File: config.mk
export PLATFORM = sky130hd
export DESIGN_NAME = color_cache_loader
export DESIGN_NICKNAME = d
export VERILOG_FILES = /design/src/rtl/color_cache_pkg.sv /design/src/rtl/color_cache_loader.sv
export SDC_FILE = /design/constraint.sdc
export NUM_CORES = 1
export LEC_CHECK = 0
export CAP_MARGIN = 15
export CORE_UTILIZATION = 55
export CTS_BUF_LIST = sky130_fd_sc_hd__clkbuf_8
export DETAILED_ROUTE_END_ITERATION = 12
export PLACE_DENSITY = 0.84
export SLEW_MARGIN = 0
export SYNTH_ARGS = -nofsm -noshare
export SYNTH_HDL_FRONTEND = slang
export SYNTH_SLANG_ARGS = --single-unit
File: constraint.sdc
create_clock -name i_clk -period 6.5 [get_ports i_clk]
set_input_delay 1.3 -clock i_clk [delete_from_list [all_inputs] [get_ports i_clk]]
set_output_delay 1.3 -clock i_clk [all_outputs]
set_load 0.03 [all_outputs]
File: src/rtl/color_cache_pkg.sv
// Shared types and widths for the color cache loader.
package color_cache_pkg;

  localparam int CC_WORD_W = 16;
  localparam int CC_ADDR_W = 3;

  typedef enum logic [2:0] {
    S_IDLE   = 3'd0,
    S_REQ    = 3'd1,
    S_WAIT   = 3'd2,
    S_WRITE  = 3'd3,
    S_COMMIT = 3'd4,
    S_HOLD   = 3'd5,
    S_FIN    = 3'd6
  } ccl_state_t;

endpackage

File: src/rtl/color_cache_loader.sv
// Fills the color cache one window at a time from word-addressed memory and hands each
// committed window to the filter datapath through a valid/ack handshake.
module color_cache_loader
  import color_cache_pkg::*;
#(
  parameter int NWORDS      = 6,
  parameter int STRIDE      = 6,
  parameter int MEM_TIMEOUT = 255
) (
  input  logic                 i_clk,
  input  logic                 i_rst,
  input  logic                 i_start,
  input  logic [31:0]          i_base_addr,
  input  logic [15:0]          i_num_windows,
  output logic                 o_mem_rd_en,
  output logic [31:0]          o_mem_addr,
  input  logic [CC_WORD_W-1:0] i_mem_rdata,
  input  logic                 i_mem_valid,
  output logic                 o_cache_we,
  output logic [CC_ADDR_W-1:0] o_cache_addr,
  output logic [CC_WORD_W-1:0] o_cache_di,
  output logic                 o_cache_sh,
  output logic                 o_win_valid,
  input  logic                 i_win_ack,
  output logic                 o_busy,
  output logic                 o_done,
  output logic                 o_err
);

  localparam int TW = $clog2(MEM_TIMEOUT + 1);

  ccl_state_t           r_state, w_state_nxt;
  logic [31:0]          r_base, w_base_nxt;
  logic [15:0]          r_num, w_num_nxt;
  logic [15:0]          r_cnt, w_cnt_nxt;
  logic [CC_ADDR_W-1:0] r_idx, w_idx_nxt;
  logic [TW-1:0]        r_timer, w_timer_nxt;
  logic                 r_err, w_err_nxt;

  logic                 r_mem_rd_en;
  logic [31:0]          r_mem_addr;
  logic                 r_cache_we;
  logic [CC_ADDR_W-1:0] r_cache_addr;
  logic [CC_WORD_W-1:0] r_cache_di;
  logic                 r_cache_sh;
  logic                 r_win_valid;
  logic                 r_busy;
  logic                 r_done;

  // Next-state and counter update logic
  always_comb begin
    w_state_nxt = r_state;
    w_base_nxt  = r_base;
    w_num_nxt   = r_num;
    w_cnt_nxt   = r_cnt;
    w_idx_nxt   = r_idx;
    w_timer_nxt = r_timer;
    w_err_nxt   = r_err;
    case (r_state)
      S_IDLE: begin
        if (i_start) begin
          w_base_nxt  = i_base_addr;
          w_num_nxt   = i_num_windows;
          w_cnt_nxt   = 16'd0;
          w_idx_nxt   = '0;
          w_err_nxt   = 1'b0;
          w_state_nxt = (i_num_windows == 16'd0) ? S_FIN : S_REQ;
        end else begin
          w_state_nxt = S_IDLE;
        end
      end
      S_REQ: begin
        w_timer_nxt = '0;
        w_state_nxt = S_WAIT;
      end
      S_WAIT: begin
        if (i_mem_valid) begin
          w_state_nxt = S_WRITE;
        end else if (r_timer == TW'(MEM_TIMEOUT - 1)) begin
          // Memory never answered: abandon the run without writing or committing.
          w_err_nxt   = 1'b1;
          w_state_nxt = S_FIN;
        end else begin
          w_timer_nxt = r_timer + TW'(1);
        end
      end
      S_WRITE: begin
        if (r_idx == CC_ADDR_W'(NWORDS - 1)) begin
          w_state_nxt = S_COMMIT;
        end else begin
          w_idx_nxt   = r_idx + CC_ADDR_W'(1);
          w_state_nxt = S_REQ;
        end
      end
      S_COMMIT: w_state_nxt = S_HOLD;
      S_HOLD: begin
        if (i_win_ack) begin
          w_cnt_nxt = r_cnt + 16'd1;
          w_idx_nxt = '0;
          if (16'(r_cnt + 16'd1) == r_num) begin
            w_state_nxt = S_FIN;
          end else begin
            w_base_nxt  = r_base + 32'(STRIDE);
            w_state_nxt = S_REQ;
          end
        end else begin
          w_state_nxt = S_HOLD;
        end
      end
      S_FIN:   w_state_nxt = S_IDLE;
      default: w_state_nxt = S_IDLE;
    endcase
  end

  // State, counters and outputs; outputs are decoded from the next state so they stay registered
  always_ff @(posedge i_clk) begin
    if (i_rst) begin
      r_state      <= S_IDLE;
      r_base       <= 32'd0;
      r_num        <= 16'd0;
      r_cnt        <= 16'd0;
      r_idx        <= '0;
      r_timer      <= '0;
      r_err        <= 1'b0;
      r_mem_rd_en  <= 1'b0;
      r_mem_addr   <= 32'd0;
      r_cache_we   <= 1'b0;
      r_cache_addr <= '0;
      r_cache_di   <= '0;
      r_cache_sh   <= 1'b0;
      r_win_valid  <= 1'b0;
      r_busy       <= 1'b0;
      r_done       <= 1'b0;
    end else begin
      r_state      <= w_state_nxt;
      r_base       <= w_base_nxt;
      r_num        <= w_num_nxt;
      r_cnt        <= w_cnt_nxt;
      r_idx        <= w_idx_nxt;
      r_timer      <= w_timer_nxt;
      r_err        <= w_err_nxt;
      r_mem_rd_en  <= (w_state_nxt == S_REQ);
      r_mem_addr   <= (w_state_nxt == S_REQ) ? (w_base_nxt + 32'(w_idx_nxt)) : 32'd0;
      r_cache_we   <= (w_state_nxt == S_WRITE);
      r_cache_addr <= (w_state_nxt == S_WRITE) ? w_idx_nxt : '0;
      r_cache_di   <= (w_state_nxt == S_WRITE) ? i_mem_rdata : '0;
      r_cache_sh   <= (w_state_nxt == S_COMMIT);
      r_win_valid  <= (w_state_nxt == S_HOLD);
      r_busy       <= (w_state_nxt != S_IDLE);
      r_done       <= (w_state_nxt == S_FIN);
    end
  end

  assign o_mem_rd_en  = r_mem_rd_en;
  assign o_mem_addr   = r_mem_addr;
  assign o_cache_we   = r_cache_we;
  assign o_cache_addr = r_cache_addr;
  assign o_cache_di   = r_cache_di;
  assign o_cache_sh   = r_cache_sh;
  assign o_win_valid  = r_win_valid;
  assign o_busy       = r_busy;
  assign o_done       = r_done;
  assign o_err        = r_err;

endmodule

==> results of run 1 <==
[worst max-delay path, cell delays in order, from the launching register on]
cell      delay (ns)
dfxtp_1         0.52
nand3_1         0.48
nor4_2          0.54
xnor2_1         0.16
nand4b_1        0.16
or4_1           0.84
nand2_2         0.16
buf_4           0.19
nor2_1          0.05
a221o_1         0.27
ha_1            0.32
a21oi_1         0.09
or3_1           0.40
nor4b_4         0.55
nand2_1         0.27
or4_1           0.46
a21oi_1         0.14
[power groups by stage]
| stage | clock, W | sequential, W | combinational (W) |
|---|---|---|---|
| 3_3_place_gp | 0 | 0.000924 | 0.000343 |
| 2_1_floorplan | 0 | 0.000945 | 0.000195 |
| 4_1_cts | 0.000609 | 0.000906 | 0.000349 |
| 3_5_place_dp | 0 | 0.000924 | 0.000346 |
| 5_1_grt | 0.000647 | 0.000911 | 0.000383 |
| 6_report | 0.000598 | 0.000907 | 0.000351 |
[state kept, by name, summed over array words and instances (netlist names), 3 cells and up]
| signal | cells |
|---|---|
| o_cache_addr | 3 |
| r_timer | 8 |
| r_num | 16 |
| r_idx | 3 |
| r_base | 32 |
| r_state | 3 |
| o_cache_di | 16 |
| o_mem_addr | 32 |
| r_cnt | 16 |
[final timing paths]
| check | endpoint | cells past startpoint | slack [ns] | start |
|---|---|---|---|---|
| max reg2reg | o_mem_addr[29] | 16 | 0.79 | r_cnt[4] |
| min | r_num[12] | 2 | 0.46 | r_num[12] |
| max | o_mem_addr[29] | 16 | 0.79 | r_cnt[4] |
| min reg2reg | r_num[12] | 2 | 0.46 | r_num[12] |
[metal layers]
layer  routed length [microns]  vias up  track usage, %  share of wire [%]
li1                          -     3445               -                  -
met1                      8590     3277            39.4                 44
met2                      8790      365            48.1                 45
met3                      1800       47            7.57                9.2
met4                       487        0            12.1                2.5
met5                         0        -               0                  0
[final cells by class]
type / instances / area, sq um
fillers: 1079 / 3790
flip-flops and latches: 136 / 2720
well taps: 172 / 215
clock inverters: 8 / 33.8
multi-input cells: 686 / 4210
repair buffers: 142 / 1380
inverters: 17 / 63.8
clock buffers: 22 / 303
[cells in the mapped netlist (all sizes together) (4+ instances only)]
library cell and number:
a211oi 8, a21boi 4, a21oi 63, a22oi 5, a311oi 6, a31oi 8, and2 31, and3 20
buf 20, clkbuf 35, dfxtp 136, ha 9, inv 16, mux2i 8, nand2 98, nand2b 6
nand3 34, nand3b 5, nand4 28, nand4b 5, nor2 106, nor2b 11, nor3 28, nor3b 10
nor4 24, o211ai 10, o21ai 32, o311a 4, o311ai 6, o31ai 9, or3 14, or4 9
xnor2 20, xor2 22
[cells by family after synthesis]
group | Yosys count
flops | 136
fa+ha+maj | 10
simple gates | 441
buf+inv | 72
compound gates | 184
xor+xnor | 42
mux | 9
[metrics by stage]
step	power (W)	cell area, sq um	hold slack [ns]	cells	utilization [%]
floorplan	0.00114	7250	0.436	894	-
global placement	0.00127	8590	0.448	1153	67.5
detailed placement	0.00127	8590	0.449	1153	67.5
CTS	0.00186	8930	0.458	1183	70.2
global route	0.00194	8930	0.489	1183	70.2
finish	0.00186	8930	0.460	1183	70.2
[layout by cell type, fill, tap and decap left out, types with 4 or more instances in the layout]
cell type | Yosys | layout
a211oi_1 | 6 | 6
clkbuf_8 | 0 | 22
nor3b_1 | 10 | 10
xor2_1 | 22 | 22
mux2i_1 | 8 | 8
and2_1 | 30 | 30
nor2_1 | 106 | 106
or3_1 | 14 | 14
nor4_2 | 4 | 4
nor2b_1 | 11 | 11
buf_4 | 3 | 16
nand3_1 | 33 | 33
o211ai_1 | 10 | 10
clkdlybuf4s50_1 | 0 | 125
o311a_1 | 4 | 4
a31oi_1 | 7 | 7
ha_1 | 9 | 9
a311oi_1 | 6 | 6
nand2_1 | 97 | 97
nand3b_1 | 5 | 5
xnor2_1 | 20 | 20
nand2b_1 | 6 | 6
nand4_1 | 26 | 26
nor4_1 | 18 | 18
o31ai_1 | 8 | 8
a21oi_1 | 62 | 62
o311ai_0 | 5 | 5
nor3_1 | 28 | 28
dfxtp_1 | 136 | 136
nand4b_1 | 4 | 4
or4_1 | 9 | 9
a22oi_1 | 5 | 5
a21boi_0 | 4 | 4
and3_1 | 20 | 20
o21ai_0 | 30 | 30
inv_1 | 16 | 21
==> impl_metrics.toml, run 1 <==
[logic_synthesis]
syn_inst = 894
synthTopCellsByArea = "dfxtp_1 38%, nor2_1 5.5%, nand2_1 5.0%"
synthSimpleGateAreaFrac_pct = 32.4
ys_warn_count = 0
yosys.area.top_type = "dfxtp_1"
synthMuxAreaShare_pct = 1.26
async_reset_ff_share_pct = 0
syn-mean-instance-area_sq_um = 8.11
synth_seq_cells = 136
synth_nets = 973
seq_area_frac_synth_pct = 37.6
synth_fa_ha_area_share_pct = 1.83
synth_edf_count = 0
synth_area_sq_um = 7250
synth_xor_xnor_area_share_pct = 5.08
synth_top_area_share_pct = 37.6
synth_ff_type = "dfxtp_1"
synth_compound_area_share_pct = 17.5
synth_top_family_by_area = "simple AND/OR/NAND/NOR gates"
synth.distinct_cells = 82

[route]
drc_errors = 0
antenna_left = 0
first_pass_iters = 5
via_count = 7134
drt_iter0_drc = 655
drt_wl_total_microns = 19700
wire_per_inst_microns = 16.6
via_per_inst = 6.03

[setup_path]
worstPathRequired_ns = 6.89
critPathCaptureType = "flop"
arrival_ns = 6.09
startpoint_type = "flop"
crit_path_max_fanout = 16
criticalPathCategory = "reg -> reg"

[pwr]
power.density_nw_per_um2 = 208
switching_share_pct = 28.8
ir_worst_vdd_mv = 0.147
power.internal_w = 0.00132
clkPwrFrac_pct = 32.2
share_comb_of_total_power_pct = 18.9
pwr-share-seq_pct = 48.9
power_switching_w = 0.000535
p_leak_nw = 3.25

[timing]
relSlewSlack_pct = 29.2
period_minus_slack_ns = 5.71
layout_setup_ws_ns = 0.795
hold_violations = 0
max_freq_ghz = 0.175
slew_viol_final = 0
setup_tns_ns = 0
min_period_over_period_pct = 87.8
finalSetupViolCount = 0
rsz0062_at_grt = "false"
fin_skew_ns = 0.00943
worst_pin_slew_ns = 1.05

[cells_and_area]
nNetsFinal = 1079
antenna-diode-count = 0
area_growth_pct = 23.2
drive_above_1_share_pct = 6.53

[floorplanning]
core_sq_um = 12700
dieWidth_microns = 117
die_area_sq_um = 13600
io_pins = 127
start_util_pct = 57.0
die_h_microns = 117
rows = 41

[clock_network]
clockRootBuffer = "clkbuf_8"
ctsResizeCount = 0
holdBufCountCts = 0
cts_made_buffers = 17
post_cts_buffers = 0
cts_tree = "yes"
path_clk_slew_ns = 0.07
clock_latency_ns = 0.46
clk_path_buf_depth = 2
clock_sinks = 136
h-tree-depth = 4

[grt]
grt_pass1_vias = 6491
grtUsageTotal_pct = 30.2
grt_pass1_wl_microns = 32000
antenna_found_initial = 0
overflow = 0
grt_max_degree = 76

[hold_path]
hold_class = "reg -> reg"

[job]
cap_violations = 0

[placed_design]
routabilityCongestion = 0.952
port_buffers = 126
dp_hpwl_microns = 13900
preCtsSetupSlack_ns = 0.873

[status]
status = "completed"
Power figures use the tool's default switching activity.
==> run 2: changes to the inputs <==
- CORE_UTILIZATION: 55 -> 45
- PLACE_DENSITY: 0.84 -> 0.71
==> impl_metrics.toml, run 2 (synthesis results as in run 1) <==
[status]
status = "completed"

[setup_path]
arrival_ns = 6.11
criticalPathCategory = "reg -> reg"
critPathCaptureType = "flop"
r2r_start = "r_cnt[4]"
r2r_setup_slack_ns = 0.77
rr_worst_depth = 15
r2r-end = "o_mem_addr[29]"
worstPathRequired_ns = 6.89
startpoint_type = "flop"
crit_path_max_fanout = 12

[grt]
grt_max_degree = 50
overflow = 0
grt_pass1_wl_microns = 32900
antenna_found_initial = 0
grtUsageTotal_pct = 25.4
grt_pass1_vias = 6524

[floorplanning]
rows = 46
io_pins = 127
die_h_microns = 129
die_area_sq_um = 16600
start_util_pct = 45.8
dieWidth_microns = 129
core_sq_um = 15800

[clock_network]
holdBufCountCts = 0
clk_path_buf_depth = 2
cts_tree = "yes"
clockRootBuffer = "clkbuf_8"
clock_latency_ns = 0.46
cts_made_buffers = 17
clock_sinks = 136
ctsResizeCount = 0
path_clk_slew_ns = 0.08
post_cts_buffers = 0
h-tree-depth = 4

[placed_design]
port_buffers = 126
dp_hpwl_microns = 14400
placed_area_sq_um = 8660
routabilityCongestion = 0.917

[route]
wire_per_inst_microns = 16.6
drt_iter0_drc = 748
drt_wl_total_microns = 20500
via_count = 7184
drc_errors = 0
first_pass_iters = 6
antenna_left = 0
via_per_inst = 5.84

[cells_and_area]
final_cell_mix = "136 x dfxtp_1, 125 x clkdlybuf4s50_1, 106 x nor2_1"
area_growth_pct = 25.9
design_area_sq_um = 9130
final_common_cell = "dfxtp_1"
drive_above_1_share_pct = 7.39
antenna-diode-count = 0
nNetsFinal = 1081

[pwr]
p_leak_nw = 3.30
power_switching_w = 0.000588
share_comb_of_total_power_pct = 17.2
ir_worst_vdd_mv = 0.182
clkPwrFrac_pct = 39.3
switching_share_pct = 28.3
power.internal_w = 0.00149
power.density_nw_per_um2 = 228
pwr-share-seq_pct = 43.5

[timing]
rsz0062_at_grt = "false"
period_minus_slack_ns = 5.73
worst_pin_slew_ns = 0.865
finalSetupViolCount = 0
min_period_over_period_pct = 88.1
slew_viol_final = 0
max_freq_ghz = 0.175
hold_violations = 0
fin_skew_ns = 0.00784
relSlewSlack_pct = 41.9
setup_tns_ns = 0

[hold_path]
hp-start = "r_num[12]"
hold_end = "r_num[12]"
hold_class = "reg -> reg"
holdPathStages = 2

[job]
cap_violations = 0
==> run 2: changes by cell type in the layout (fill, tap and decap cells not counted) <==
| cell | previous run | this run |
|---|---|---|
| buf_4 | 16 | 18 |
| clkinv_4 | 0 | 1 |
| clkinv_2 | 3 | 2 |
| inv_6 | 0 | 4 |
| clkbuf_8 | 22 | 18 |
| inv_1 | 21 | 16 |
| clkinvlp_4 | 0 | 2 |
| bufinv_16 | 0 | 5 |
==> run 2: how the worst max path moves through the flow <==
| stage | startpoint | endpoint | slack, ns | cells past startpoint |
|---|---|---|---|---|
| after CTS | r_cnt[4] | o_mem_addr[29] | 0.89 | 15 |
| after floorplan | r_cnt[0] | o_mem_addr[21] | 1.84 | 22 |
| after detailed placement | r_cnt[4] | o_mem_addr[30] | 0.99 | 15 |
| after global routing | r_cnt[4] | o_mem_addr[29] | 0.41 | 15 |
| after global placement | r_cnt[4] | o_mem_addr[29] | 1.12 | 15 |
| final | r_cnt[4] | o_mem_addr[29] | 0.77 | 15 |
==> run 2: metrics by stage <==
step	hold slack (ns)	instances	utilization (%)	setup WS (ns)	power (W)
final	0.469	1231	57.7	0.775	0.00208
after global placement	0.446	1199	54.7	1.12	0.00128
after CTS	0.472	1231	57.7	0.891	0.00210
after floorplan	0.436	894	-	1.84	0.00114
after detailed placement	0.461	1199	54.7	0.994	0.00128
after global routing	0.495	1231	57.7	0.407	0.00217
==> run 2: layer usage <==
metal	GRT usage (%)	up-vias	part of all wire, %	routed length [microns]
met2	39.2	319	44	9090
met5	0	-	0	0
met3	5.32	38	8.2	1680
li1	-	3446	-	-
met1	34.5	3381	45	9250
met4	9.97	0	2.3	472
==> run 2: final cells by class <==
| cell class | instances | area, sq um |
|---|---|---|
| sequential | 136 | 2720 |
| clock inverter | 14 | 219 |
| multi-input combinational | 686 | 4210 |
| timing repair buffer | 144 | 1390 |
| inverter | 17 | 63.8 |
| clock buffer | 18 | 248 |
| fill | 1458 | 6700 |
| tap | 216 | 270 |
==> run 2: critical path: stages (launching register included) <==
cell and delay, ns:
dfxtp_1 0.54, nand3_1 0.44, nor4_2 0.52, xnor2_1 0.18
nand4b_1 0.19, or4_1 0.80, nand2_2 0.31, nor2_1 0.06
a221o_1 0.29, ha_1 0.33, a21oi_1 0.09, or3_1 0.41
nor4b_4 0.58, nand2_1 0.28, or4_1 0.46, a21oi_1 0.16
==> run 2: power groups by stage <==
stage | Combinational (W) | Clock (W) | Sequential [W]
after floorplan | 0.000195 | 0 | 0.000945
after global placement | 0.000352 | 0 | 0.000925
after detailed placement | 0.000353 | 0 | 0.000924
after CTS | 0.000356 | 0.000836 | 0.000905
after global routing | 0.000389 | 0.000867 | 0.000911
final | 0.000357 | 0.000818 | 0.000906
==> variant, RTL diff (flow settings as in run 1) <==
Encoding of `ccl_state_t`: now Gray code (3 bits for 7 states).
--- a/src/rtl/color_cache_pkg.sv
+++ b/src/rtl/color_cache_pkg.sv
@@ -5,13 +5,13 @@
   localparam int CC_ADDR_W = 3;
 
   typedef enum logic [2:0] {
-    S_IDLE   = 3'd0,
-    S_REQ    = 3'd1,
-    S_WAIT   = 3'd2,
-    S_WRITE  = 3'd3,
-    S_COMMIT = 3'd4,
-    S_HOLD   = 3'd5,
-    S_FIN    = 3'd6
+    S_IDLE   = 3'b000,
+    S_REQ    = 3'b001,
+    S_WAIT   = 3'b011,
+    S_WRITE  = 3'b010,
+    S_COMMIT = 3'b110,
+    S_HOLD   = 3'b111,
+    S_FIN    = 3'b101
   } ccl_state_t;
 
 endpackage
Formal check against the unedited RTL: no difference found for any inputs over 10 cycles, from zero or initial values and one cycle with i_rst high; not proved beyond that.
==> variant against run 1 <==
  * Sequential cell count stayed put
  * Clock skew grew 0.0065 ns
  * Count of clock-buffer cells in the layout fell by 2
  * Sequential power shrank 1%
  * Core utilization up 0.65 points
  * Wire length fell by 0.57%
  * Cell area rose by 0.11%
  * Worst setup slack gained 0.18 ns
  * Die area down 1.7%
  * Area after synthesis shrank 1.7%
  * Power is 8.6% higher
  * Clock power increased by 37%
==> variant: results (changes against run 1) <==
| Step | Metric | This run | vs run 1 |
|---|---|---|---|
| placement | Placed cell area | 8468 um2 | -1.4% |
| route | Vias per std cell | 6.042 | +0.20% |
| yosys | Xor/xnor cell area share of the yosys netlist | 4.795% | -0.28 points |
| worst hold path | Hold path endpoint | r_num[6] |  |
| route | Number of iterations in the first detailed-routing pass | 6 | +1 |
| route | Total via count after detailed routing | 7118 | -0.22% |
| yosys | Unique cell type count in the Yosys netlist | 77 | -6.1% |
| global routing | Wire length of the first global-routing pass | 31.49 mm | -1.5% |
| placement | Placed insts | 1147 | -0.52% |
| yosys | Synth Area per Inst | 8.014 um2 | -1.2% |
| status | Outcome | complete, no violations |  |
| power and ir drop | Maximum vdd drop | 165.1 uV | +12% |
| route | Initial DRC Count | 729 | +11% |
| global routing | GR Util All Layers | 30.39% | +0.15 points |
| worst setup path | Reg-to-Reg Start | r_cnt[0] |  |
| yosys | Most common library cells after synthesis | dfxtp_1 (136), nor2_1 (107), nand2_1 (99), a21oi_1 (68), clkbuf_1 (42) |  |
| yosys | Compound-cell area share of the yosys netlist | 19.11% | +1.6 points |
| route | Total wire length after detailed routing | 19.56 mm | -0.57% |
| power and ir drop | Leakage | 0.003225 uW | -0.79% |
| placement | Hpwl dp | 13.50 mm | -3.1% |
| worst setup path | Reg-to-reg endpoint | o_mem_addr[23] |  |
| global routing | Maximum number of pins on one net before global-route repair | 75 | -1.3% |
| yosys | Mux contribution to synthesized area | 0.7376% | -0.52 points |
| worst hold path | Worst Hold Launch | r_num[6] |  |
| yosys | Synth Area in Adders | 1.862% | +0.032 points |
| yosys | Share of the yosys chip area belonging to registers | 38.22% | +0.65 points |
| worst setup path | CP Data Arrival Time | 5.93 ns | -0.16 ns |
| worst setup path | Cell count of the worst reg-to-reg path | 17 | +1 |
| sta | Clock tree skew after final layout | 0.01593 ns | +0.006503 ns |
| sta | Transition time at the pin with the least slew margin | 0.9999 ns | -0.05432 ns |
| worst setup path | Peak fanout along the critical path | 18 | +2 |
| global routing | Via count of the first global-routing pass | 6457 | -0.52% |
| finish | Fillers | 1030 | -4.5% |
| worst setup path | Flop2flop setup slack | 0.98 ns | +0.18 ns |
| placement | Routability Congestion | 0.9344 | -1.8% |
## variant: logic make-up (layout without fill, tap and decap cells)
group	count (synthesis)	after routing
flops	136	136
buf+inv	78	195
simple gates	420	420
compound gates	201	201
xor+xnor	39	39
mux	5	5
fa+ha+maj	10	10
## variant: power by group
group | leakage (uW) | switching, uW | internal [uW]
registers | 0.00111 | 28.1 | 867
clock network | 0.000233 | 333 | 486
logic | 0.00189 | 172 | 130
## variant: metal layers
metal	track usage [%]	share of wire (%)
met4	14.44	2.9
met3	8.159	9.0
met1	39.55	44
met5	1.852	0
met2	46.67	44
## variant: worst max-delay path: stages (launching register included)
cell and delay (ns):
dfxtp_1 0.50, ha_1 0.28, nand3_1 0.36, o21ai_0 0.28, o211ai_1 0.12, or4_1 0.67, or4_4 0.72, nand2_1 0.14
xnor2_1 0.06, o21ai_0 0.39, ha_1 0.24, a21o_1 0.08, a21oi_1 0.15, nor2_1 0.44, nand4b_1 0.17, buf_4 0.21
or4_1 0.48, a21oi_1 0.15
## variant: stage by stage
stage / hold WS [ns] / worst slack, ns
6_report: 0.4659 / 0.9780
5_1_grt: 0.4917 / 0.6373
4_1_cts: 0.4695 / 1.045
3_5_place_dp: 0.4607 / 0.9552
3_3_place_gp: 0.4547 / 1.087
2_1_floorplan: 0.4443 / 1.800
## variant: final cells by class
class | instances | area [um2] | share of cell area (%)
multi-input combinational | 675 | 4079 | 45.63
sequential | 136 | 2723 | 30.46
timing repair buffer | 140 | 1361 | 15.23
clock buffer | 20 | 275.3 | 3.080
tap | 172 | 215.2 | 2.408
clock inverter | 11 | 195.2 | 2.184
inverter | 24 | 90.09 | 1.008
